File: src/rtl/mem_wb_stage_pkg.sv
// Shared definitions for the MEM->WB stage: memory opcodes, the CPU execute phase
// and the request FSM state encoding.
package mem_wb_stage_pkg;

    localparam int OPW = 5;

    localparam logic [OPW-1:0] OP_LOAD  = 5'b01000;
    localparam logic [OPW-1:0] OP_STORE = 5'b01001;

    localparam logic EXEC = 1'b1;

    typedef enum logic {
        IDLE = 1'b0,
        WAIT = 1'b1
    } mem_fsm_e;

    function automatic logic is_mem_op(input logic [OPW-1:0] op);
        return (op == OP_LOAD) || (op == OP_STORE);
    endfunction

endpackage

File: src/rtl/mem_req_fsm.sv
// Data-memory request engine: IDLE/WAIT FSM, req/ack interface registers, kill flag
// and, when MEM_TIMEOUT_EN is defined, the WAIT-state timeout counter.
module mem_req_fsm
    import mem_wb_stage_pkg::*;
#(
    parameter int DW          = 16,
    parameter int IW          = 16,
    parameter int AW          = 8,
    parameter int TIMEOUT_CYC = 15
) (
    input  logic          clock,
    input  logic          reset,
    input  logic          state,
    input  logic [IW-1:0] mem_ir,
    input  logic          mem_valid,
    input  logic [AW-1:0] mem_addr,
    input  logic [DW-1:0] st_data,
    input  logic          flush,
    output logic          d_req,
    output logic          d_we,
    output logic [AW-1:0] d_addr,
    output logic [DW-1:0] d_dataout,
    input  logic [DW-1:0] d_datain,
    input  logic          d_ack,
    output logic          accept,
    output logic          busy,
    output logic          done,
    output logic          done_kill,
    output logic          abort,
    output logic [IW-1:0] done_ir,
    output logic [DW-1:0] done_data,
    output logic          mem_err
);

    mem_fsm_e       fsm_q, fsm_d;
    logic [OPW-1:0] op;
    logic           kill_q;
    logic [IW-1:0]  ir_q;

    assign op = mem_ir[IW-1 -: OPW];

    always_comb begin
        // NOTE: every signal driven here gets a default first, so no path can infer a latch.
        fsm_d     = fsm_q;
        busy      = (fsm_q == WAIT);
        accept    = (fsm_q == IDLE) && (state == EXEC) && mem_valid && !flush && is_mem_op(op);
        done      = busy && d_ack;
        done_kill = kill_q || flush;
        done_ir   = ir_q;
        done_data = d_we ? d_dataout : d_datain;
        case (fsm_q)
            IDLE: if (accept) fsm_d = WAIT;
            WAIT: if (d_ack || abort) fsm_d = IDLE;
        endcase
    end

    always_ff @(posedge clock) begin
        // NOTE: sequential state uses non-blocking assignments; reset is sampled on the clock edge.
        if (reset) fsm_q <= IDLE;
        else       fsm_q <= fsm_d;
    end

    // A flush during WAIT only marks the result dead; the bus transaction always finishes.
    always_ff @(posedge clock) begin
        if (reset) begin
            d_req     <= 1'b0;
            d_we      <= 1'b0;
            d_addr    <= '0;
            d_dataout <= '0;
            ir_q      <= '0;
            kill_q    <= 1'b0;
        end else if (accept) begin
            d_req     <= 1'b1;
            d_we      <= (op == OP_STORE);
            d_addr    <= mem_addr;
            d_dataout <= st_data;
            ir_q      <= mem_ir;
            kill_q    <= 1'b0;
        end else if (busy) begin
            if (d_ack || abort) d_req  <= 1'b0;
            if (flush)          kill_q <= 1'b1;
        end
    end

`ifdef MEM_TIMEOUT_EN
    localparam int CW = $clog2(TIMEOUT_CYC + 1);

    logic [CW-1:0] wait_cnt_q;
    logic          mem_err_q;

    // An ack arriving on the last allowed WAIT cycle still completes normally.
    assign abort   = busy && !d_ack && (wait_cnt_q == CW'(TIMEOUT_CYC - 1));
    assign mem_err = mem_err_q;

    always_ff @(posedge clock) begin
        if (reset) begin
            wait_cnt_q <= '0;
            mem_err_q  <= 1'b0;
        end else begin
            mem_err_q <= abort;
            if (accept)    wait_cnt_q <= '0;
            else if (busy) wait_cnt_q <= wait_cnt_q + 1'b1;
        end
    end
`else
    localparam int unused_timeout_cyc = TIMEOUT_CYC;

    assign abort   = 1'b0;
    assign mem_err = 1'b0;
`endif

endmodule

File: src/rtl/mem_wb_stage.sv
// MEM->WB pipeline stage: WB result registers and upstream stall around mem_req_fsm.
// Optional WAIT timeout is enabled by defining MEM_TIMEOUT_EN.
module mem_wb_stage
    import mem_wb_stage_pkg::*;
#(
    parameter int DW          = 16,
    parameter int IW          = 16,
    parameter int AW          = 8,
    parameter int TIMEOUT_CYC = 15
) (
    input  logic          clock,
    input  logic          reset,
    input  logic          state,
    input  logic [IW-1:0] mem_ir,
    input  logic          mem_valid,
    input  logic [DW-1:0] reg_C,
    input  logic [DW-1:0] st_data,
    input  logic          flush,
    output logic          d_req,
    output logic          d_we,
    output logic [AW-1:0] d_addr,
    output logic [DW-1:0] d_dataout,
    input  logic [DW-1:0] d_datain,
    input  logic          d_ack,
    output logic          mem_stall,
    output logic [IW-1:0] wb_ir,
    output logic [DW-1:0] reg_C1,
    output logic          wb_valid,
    output logic          mem_err
);

    logic          accept;
    logic          busy;
    logic          done;
    logic          done_kill;
    logic          abort;
    logic [IW-1:0] done_ir;
    logic [DW-1:0] done_data;

    mem_req_fsm #(
        .DW          (DW),
        .IW          (IW),
        .AW          (AW),
        .TIMEOUT_CYC (TIMEOUT_CYC)
    ) u_req (
        .clock     (clock),
        .reset     (reset),
        .state     (state),
        .mem_ir    (mem_ir),
        .mem_valid (mem_valid),
        .mem_addr  (reg_C[AW-1:0]),
        .st_data   (st_data),
        .flush     (flush),
        .d_req     (d_req),
        .d_we      (d_we),
        .d_addr    (d_addr),
        .d_dataout (d_dataout),
        .d_datain  (d_datain),
        .d_ack     (d_ack),
        .accept    (accept),
        .busy      (busy),
        .done      (done),
        .done_kill (done_kill),
        .abort     (abort),
        .done_ir   (done_ir),
        .done_data (done_data),
        .mem_err   (mem_err)
    );

    assign mem_stall = accept || (busy && !d_ack);

    // While a transaction is outstanding the CPU phase is ignored; reg_C1 only moves on a real result.
    always_ff @(posedge clock) begin
        if (reset) begin
            wb_ir    <= '0;
            reg_C1   <= '0;
            wb_valid <= 1'b0;
        end else if (busy) begin
            if (done) begin
                if (done_kill) begin
                    wb_ir    <= '0;
                    wb_valid <= 1'b0;
                end else begin
                    wb_ir    <= done_ir;
                    reg_C1   <= done_data;
                    wb_valid <= 1'b1;
                end
            end else if (abort) begin
                wb_ir    <= '0;
                wb_valid <= 1'b0;
            end
        end else if (state == EXEC) begin
            if (flush || !mem_valid || accept) begin
                wb_ir    <= '0;
                wb_valid <= 1'b0;
            end else begin
                wb_ir    <= mem_ir;
                reg_C1   <= reg_C;
                wb_valid <= 1'b1;
            end
        end
    end

endmodule

File: config.mk
export PLATFORM = sky130hd
export DESIGN_NAME = mem_wb_stage
export DESIGN_NICKNAME = d
export VERILOG_FILES = /design/src/rtl/mem_wb_stage_pkg.sv /design/src/rtl/mem_req_fsm.sv /design/src/rtl/mem_wb_stage.sv
export SDC_FILE = /design/constraint.sdc
export NUM_CORES = 1
export LEC_CHECK = 0
export CORE_MARGIN = 2
export CORE_UTILIZATION = 33
export CTS_BUF_LIST = sky130_fd_sc_hd__clkbuf_8
export CTS_CLUSTER_DIAMETER = 120
export DETAILED_ROUTE_END_ITERATION = 10
export PLACE_DENSITY_LB_ADDON = 0.12
export SLEW_MARGIN = 10
export SYNTH_ARGS = -nofsm -noshare
export SYNTH_HDL_FRONTEND = slang
export SYNTH_SLANG_ARGS = --single-unit
File: constraint.sdc
create_clock -name clock -period 2.2 [get_ports clock]
set_input_delay 0.66 -clock clock [delete_from_list [all_inputs] [get_ports clock]]
set_output_delay 0.66 -clock clock [all_outputs]
set_load 0.005 [all_outputs]
==> results.md, run 1 <==
- Clk slew on worst S/H paths: 0.07 ns
- ANT nets after route: 0
- Pin count of the biggest net entering global routing: 94
- Fin Setup TNS: 0 ns
- P per Cell Area: 533.8 nW/um^2
- Drt total wl: 11,490 microns
- Cts bufs inserted: 9
- Top Ports: 131
- Arr. time, crit path: 1.51 ns
- Remaining DRCs: 0
- Die Y-Extent: 109.0 microns
- Ratio of final minimum period to clock period: 0.9854
- Final #Nets: 612
- First-pass DRT Iterations: 4
- Reg2reg start: u_req.busy$_SDFF_PP0_
- Worst Setup Slack, final: 0.03222 ns
- Post-synth top area share: 0.4235
- Root Driver: clkbuf_8
- Antenna violations before repair: 0
- CTS tree: done
- Hpwl dp: 7336 microns
- Placement Setup Slack: -0.6522 ns
- Placed insts: 670
- Vias in the first global route: 3,459
- Max VDD drop: 0.0002504 V
- Antenna Cells: 0
- Critical Path RT: 1.54 ns
- Max Slew Vio Count: 0
- CTS Sinks: 77
- Yosys warns: 0
- Critical Path Start: d_ack
- Crit path kind: primary input to output pin
- Synth area leader: dfxtp_1
- Die X: 109.0 microns
- Sequential element share of the synthesized area: 0.4235
- Endpoints failing setup: 0
- Port buffer count: 129
- Synth cell count leaders: dfxtp_1, a21oi_1, nand3_1
- Num rows: 38
- Status: finished clean
- Hold Crit Class: flip-flop to flip-flop
- Ys flop type: dfxtp_1
- Final Hold Fails: 0
- Crit path time final: 2.168 ns
- Core area: 10,790 sq um
- Hold wc startpoint: u_req.done_ir[12]$_SDFFE_PP0P_
- Vias/cell: 5.181
- Syn avg cell area: 8.666 sq um
- DR vias: 3,554
- CTS Buffer Depth: 2
- Share of cells above drive strength 1: 0.1026
- Asr flop ratio synth: 0
- P_leak: 1.882 nW
- Syn_nets: 490
- Post-Layout Cell Count: 686
- Synthesized flop and latch total: 77
- Overall die area: 11,890 sq um
- Grt total ovfl: 0
- First-pass GRT wire length: 18,040 microns
- Final core occ: 0.4888
- Placer Congestion: 0.7649
- Total track usage: 0.1952
- Count leader, synth: dfxtp_1
- Initial core utilization: 0.3372
- Avg WL per Cell: 16.74 microns
- Mapped Area: 3640 sq um
- Post-synth EDFFs: 0
- Initial DRC count: 147
- Clock Skews: 0.01430 ns
- Number of H-tree levels: 3
- # Max-Cap Violations: 0
- Critical path launch point type: primary input
- Cell variety after synth: 30
- Clock Latency Late Sink: 0.34 ns
- Area Overhead vs Synth: 44.93%
- Top cells by area, synth: dfxtp_1, mux2i_1, a21oi_1, nand3_1, o21ai_0
- Max Clk Rate: 461.3 MHz
- Mapped Cells: 420
- RSZ-0062 raised after global routing: no
- CP Capture Type: output pin
- Max FO, Critical Path: 3
==> report_power, final <==
group	internal (mW)	switching [mW]	leakage (nW)	total, mW
clock network	0.427	0.526	0.0853	0.953
registers	1.42	0.0172	0.625	1.44
logic	0.239	0.183	1.17	0.422
total	2.09	0.726	1.88	2.82
==> cell usage in the layout, fill, tap and decap left out, types with 10 or more instances in the layout <==
cell type,count
buf_4,25
mux2i_1,32
clkbuf_8,10
nor2_1,33
o21ai_0,36
nor3b_1,19
nand2b_1,18
a211oi_1,16
dfxtp_1,77
o21ai_1,17
clkdlybuf4s50_1,120
nand3_1,37
o211ai_1,11
a211o_1,16
a21oi_1,42
==> path summary, 6_finish.rpt <==
check,end,slack [ns],depth (start not counted)
setup / recovery,mem_stall,0.03,4
hold / removal,u_req.done_ir[12]$_SDFFE_PP0P_,0.47,1
setup reg to reg,reg_C1[0]$_SDFFE_PP0P_,0.46,5
hold reg to reg,u_req.done_ir[12]$_SDFFE_PP0P_,0.47,1
==> what timing repair did <==
item / in CTS / in global routing
resized for setup: 13 / 4
cloned: 0 / 0
endpoints found under the setup margin: 63 / 2
pin swaps: 4 / 3
hold buffers: 0 / 0
buffers inserted: 0 / 1
==> per-stage QoR <==
stage / power, mW / hold WS [ns] / area (sq um)
2_1_floorplan: 1.641 / 0.4287 / 3640
3_3_place_gp: 1.900 / 0.4419 / 5119
3_5_place_dp: 1.901 / 0.4571 / 5119
4_1_cts: 2.852 / 0.4742 / 5275
5_1_grt: 2.949 / 0.4974 / 5275
6_report: 2.816 / 0.4714 / 5275
==> layout make-up <==
class / count / area, sq um
clock inverters: 5 / 28.78
well taps: 140 / 175.2
fillers: 1072 / 5518
flip-flops and latches: 77 / 1541
inverters: 1 / 3.754
multi-input cells: 296 / 1874
clock buffers: 10 / 137.6
repair buffers: 157 / 1514
==> per-layer routing <==
| metal | global-route usage | share of wire | vias up |
|---|---|---|---|
| li1 | - | - | 1754 |
| met4 | 0.05952 | 0.014 | 0 |
| met2 | 0.2990 | 0.45 | 115 |
| met5 | 0 | 0 | - |
| met1 | 0.2643 | 0.46 | 1674 |
| met3 | 0.05738 | 0.076 | 11 |
==> registers in the layout, summed over array words and instances (netlist names) <==
signal           flops
reg_C1              16
u_req.d_dataout     16
u_req.done_ir       16
wb_ir               16
u_req.d_addr         8
u_req.busy           1
u_req.d_req          1
u_req.d_we           1
u_req.kill_q         1
wb_valid             1
==> critical path: stages <==
cell and delay [ns]:
clkdlybuf4s50_1 0.50, nand2b_1 0.15, nand2_1 0.07, buf_2 0.13
==> cell families (layout without fill, tap and decap cells) <==
logic type	after synthesis	in the layout	synth area share
compound gates	141	141	0.2344
simple gates	121	121	0.1839
flops	77	77	0.4235
buf+inv	47	173	0.06600
mux	33	33	0.09110
other cells	1	1	0.001030
Note: power is estimated with default switching activity, not from simulation.
==> run 2: changes to the inputs <==
CORE_ASPECT_RATIO = 0.6   (was default)
clock period = 1.9 ns   (was 2.2 ns; I/O delays follow)
==> results.md, run 2 (synthesis gave the netlist of run 1 again) <==
- R2R setup slack: 0.12 ns (-0.34 ns)
- Worst Reg-to-Reg Cells: 5 (unchanged)
- Die Y-Extent: 85.35 microns (-22%)
- First-pass DRT Iterations: 5 (+1)
- CTS Hold Bufs: 0 (unchanged)
- WHS Path Cells: 1 (unchanged)
- Clock Skews: 0.006726 ns (-0.007575 ns)
- Fillcell total: 999 (-6.8%)
- Avg WL per Cell: 17.24 microns (+3.0%)
- Root Driver: clkbuf_8
- CTS Sinks: 77 (unchanged)
- Max Clk Rate: 524.1 MHz
- Switch Pwr: 0.8629 mW (+19%)
- Worst path top cell family by delay: simple AND/OR/NAND/NOR gates
- Commonest non-fill, non-tap cell in the layout: clkdlybuf4s50_1
- Remaining DRCs: 0 (unchanged)
- Vias/cell: 5.311 (+2.5%)
- Clock power frac: 0.414 (+0.076)
- Die X: 139.6 microns (+28%)
- Grt total ovfl: 0 (unchanged)
- Reg power frac: 0.451 (-0.061)
- Fin Setup TNS: -0.007976 ns (-0.007976 ns)
- Pin count of the biggest net entering global routing: 52 (-45%)
- Hold EP: u_req.done_ir[13]$_SDFFE_PP0P_
- P_int: 2.840 mW (+36%)
- Antenna Cells: 0 (unchanged)
- Crit path kind: primary input to output pin
- Critical Path RT: 1.33 ns (-0.21 ns)
- # Max-Cap Violations: 0 (unchanged)
- Antenna violations before repair: 0 (unchanged)
- Failing checks: setup timing
- Core area: 10,670 sq um (-1.2%)
- Initial core utilization: 0.3412 (+0.003955)
- Placed insts: 668 (-0.30%)
- Switch share: 0.2330 (-0.02474)
- Clk slew on worst S/H paths: 0.08 ns (about the same)
- Hpwl dp: 7879 microns (+7.4%)
- P_leak: 1.924 nW (+2.2%)
- Worst-Margin Slew: 0.7010 ns
- Most frequent cells in the layout: clkdlybuf4s50_1, dfxtp_1, a21oi_1
- Area after DPL: 5122 sq um (about the same)
- Overall die area: 11,910 sq um (+0.23%)
- Hold wc startpoint: u_req.done_ir[13]$_SDFFE_PP0P_
- Placer Congestion: 0.7701 (+0.68%)
- Total track usage: 0.1991 (+0.003872)
- Arr. time, crit path: 1.34 ns (-0.17 ns)
- Critical-path top delay cell: nor4b_4
- Fin area: 5378 sq um (+1.9%)
- Final #Nets: 610 (-0.33%)
- Multi-input logic area: 1882 sq um (+0.40%)
- ANT nets after route: 0 (unchanged)
- Max VDD drop: 0.0004527 V (+81%)
- Max FO, Critical Path: 3 (unchanged)
- CTS Buffer Depth: 2 (unchanged)
- CP Capture Type: output pin
- Reg-to-reg endpoint: reg_C1[4]$_SDFFE_PP0P_
- Num rows: 29 (-24%)
- DR vias: 3,633 (+2.2%)
- Share of cells above drive strength 1: 0.1138 (+0.01120)
- Worst Setup Slack, final: -0.007976 ns (-0.04020 ns)
- Cts bufs inserted: 9 (unchanged)
- Top Ports: 131 (unchanged)
- Drt total wl: 11,790 microns (+2.7%)
- Port buffer count: 129 (unchanged)
- Critical path launch point type: primary input
- Clock Latency Late Sink: 0.35 ns (about the same)
- Endpoints failing setup: 1 (+1)
- First-pass GRT wire length: 18,880 microns (+4.6%)
- Slew HR: 0.5320
- Final Hold Fails: 0 (unchanged)
- Area Overhead vs Synth: 47.75%
- Placement Setup Slack: -0.8124 ns (-0.1602 ns)
- RSZ-0062 raised after global routing: yes
- Number of H-tree levels: 3 (unchanged)
- P per Cell Area: 688.6 nW/um^2 (+29%)
- Critical Path Start: mem_ir[13]
- Status: finished with violations
- CTS tree: done
- Slowest Stage Delay on Critical Path: 0.38 ns (-0.12 ns)
- Seq. cell area: 1545 sq um (+0.24%)
- Worst-path cell chain: buf_8 -> nor4b_4 -> nand2_2 -> nand2_1 -> buf_2
- Post-CTS setup repair buffer count: 0 (unchanged)
- Max Slew Vio Count: 0 (unchanged)
- Final core occ: 0.5041 (+0.01535)
- Initial DRC count: 245 (+67%)
- Post-Layout Cell Count: 684 (-0.29%)
- WP buf/inv: 2 (unchanged)
- Vias in the first global route: 3,602 (+4.1%)
- Hold Crit Class: flip-flop to flip-flop
- Combinational share of power: 0.136 (-0.014)
- Reg2reg start: u_req.busy$_SDFF_PP0_
- Ratio of final minimum period to clock period: 1.004
- Crit path time final: 1.908 ns
==> run 2: cell type report <==
cell class                 count  share of cell area
multi-input combinational    296              0.3499
sequential                    77              0.2873
clock inverter                 6             0.02047
tap                          139             0.03234
clock buffer                  10             0.02559
timing repair buffer         155              0.2836
inverter                       1           0.0006980
==> run 2: worst max path at each step <==
stage	depth (start not counted)	end	slack, ns
detailed placement	5	mem_stall	-0.81
global placement	5	mem_stall	-0.81
finish	5	mem_stall	-0.008
global route	5	mem_stall	-0.06
floorplan	4	mem_stall	0.07
CTS	5	mem_stall	-0.04
==> run 2: worst register-to-register path: stages (launching register included) <==
cell       delay [ns]
dfxtp_1          0.42
buf_4            0.40
nand4bb_2        0.26
o32a_1           0.22
buf_12           0.19
mux2i_1          0.22
==> run 2: timing repair <==
| action | CTS | global route |
|---|---|---|
| endpoints found under the setup margin | 73 | 7 |
| gates resized for setup | 31 | 4 |
| pin swaps | 4 | 3 |
==> run 2: power groups by stage <==
stage                     clock network, mW  registers (mW)  logic (mW)
after floorplan                           0            1.71       0.192
after global placement                    0            1.71       0.500
after detailed placement                  0            1.71       0.502
after CTS                              1.58            1.67       0.503
after global routing                   1.63            1.67       0.546
final                                  1.53            1.67       0.503
==> run 2: per-layer routing <==
| layer | part of all wire | vias to the layer above | GRT usage |
|---|---|---|---|
| li1 | - | 1749 | - |
| met1 | 0.49 | 1688 | 0.2860 |
| met2 | 0.42 | 186 | 0.2968 |
| met3 | 0.089 | 10 | 0.05926 |
| met4 | 0.0064 | 0 | 0.04091 |
| met5 | 0 | - | 0 |
==> run 2: metrics by stage <==
step | power, mW | hold slack, ns
floorplan | 1.900 | 0.4287
global placement | 2.206 | 0.4471
detailed placement | 2.209 | 0.4545
CTS | 3.751 | 0.4730
global route | 3.850 | 0.4947
finish | 3.703 | 0.4738
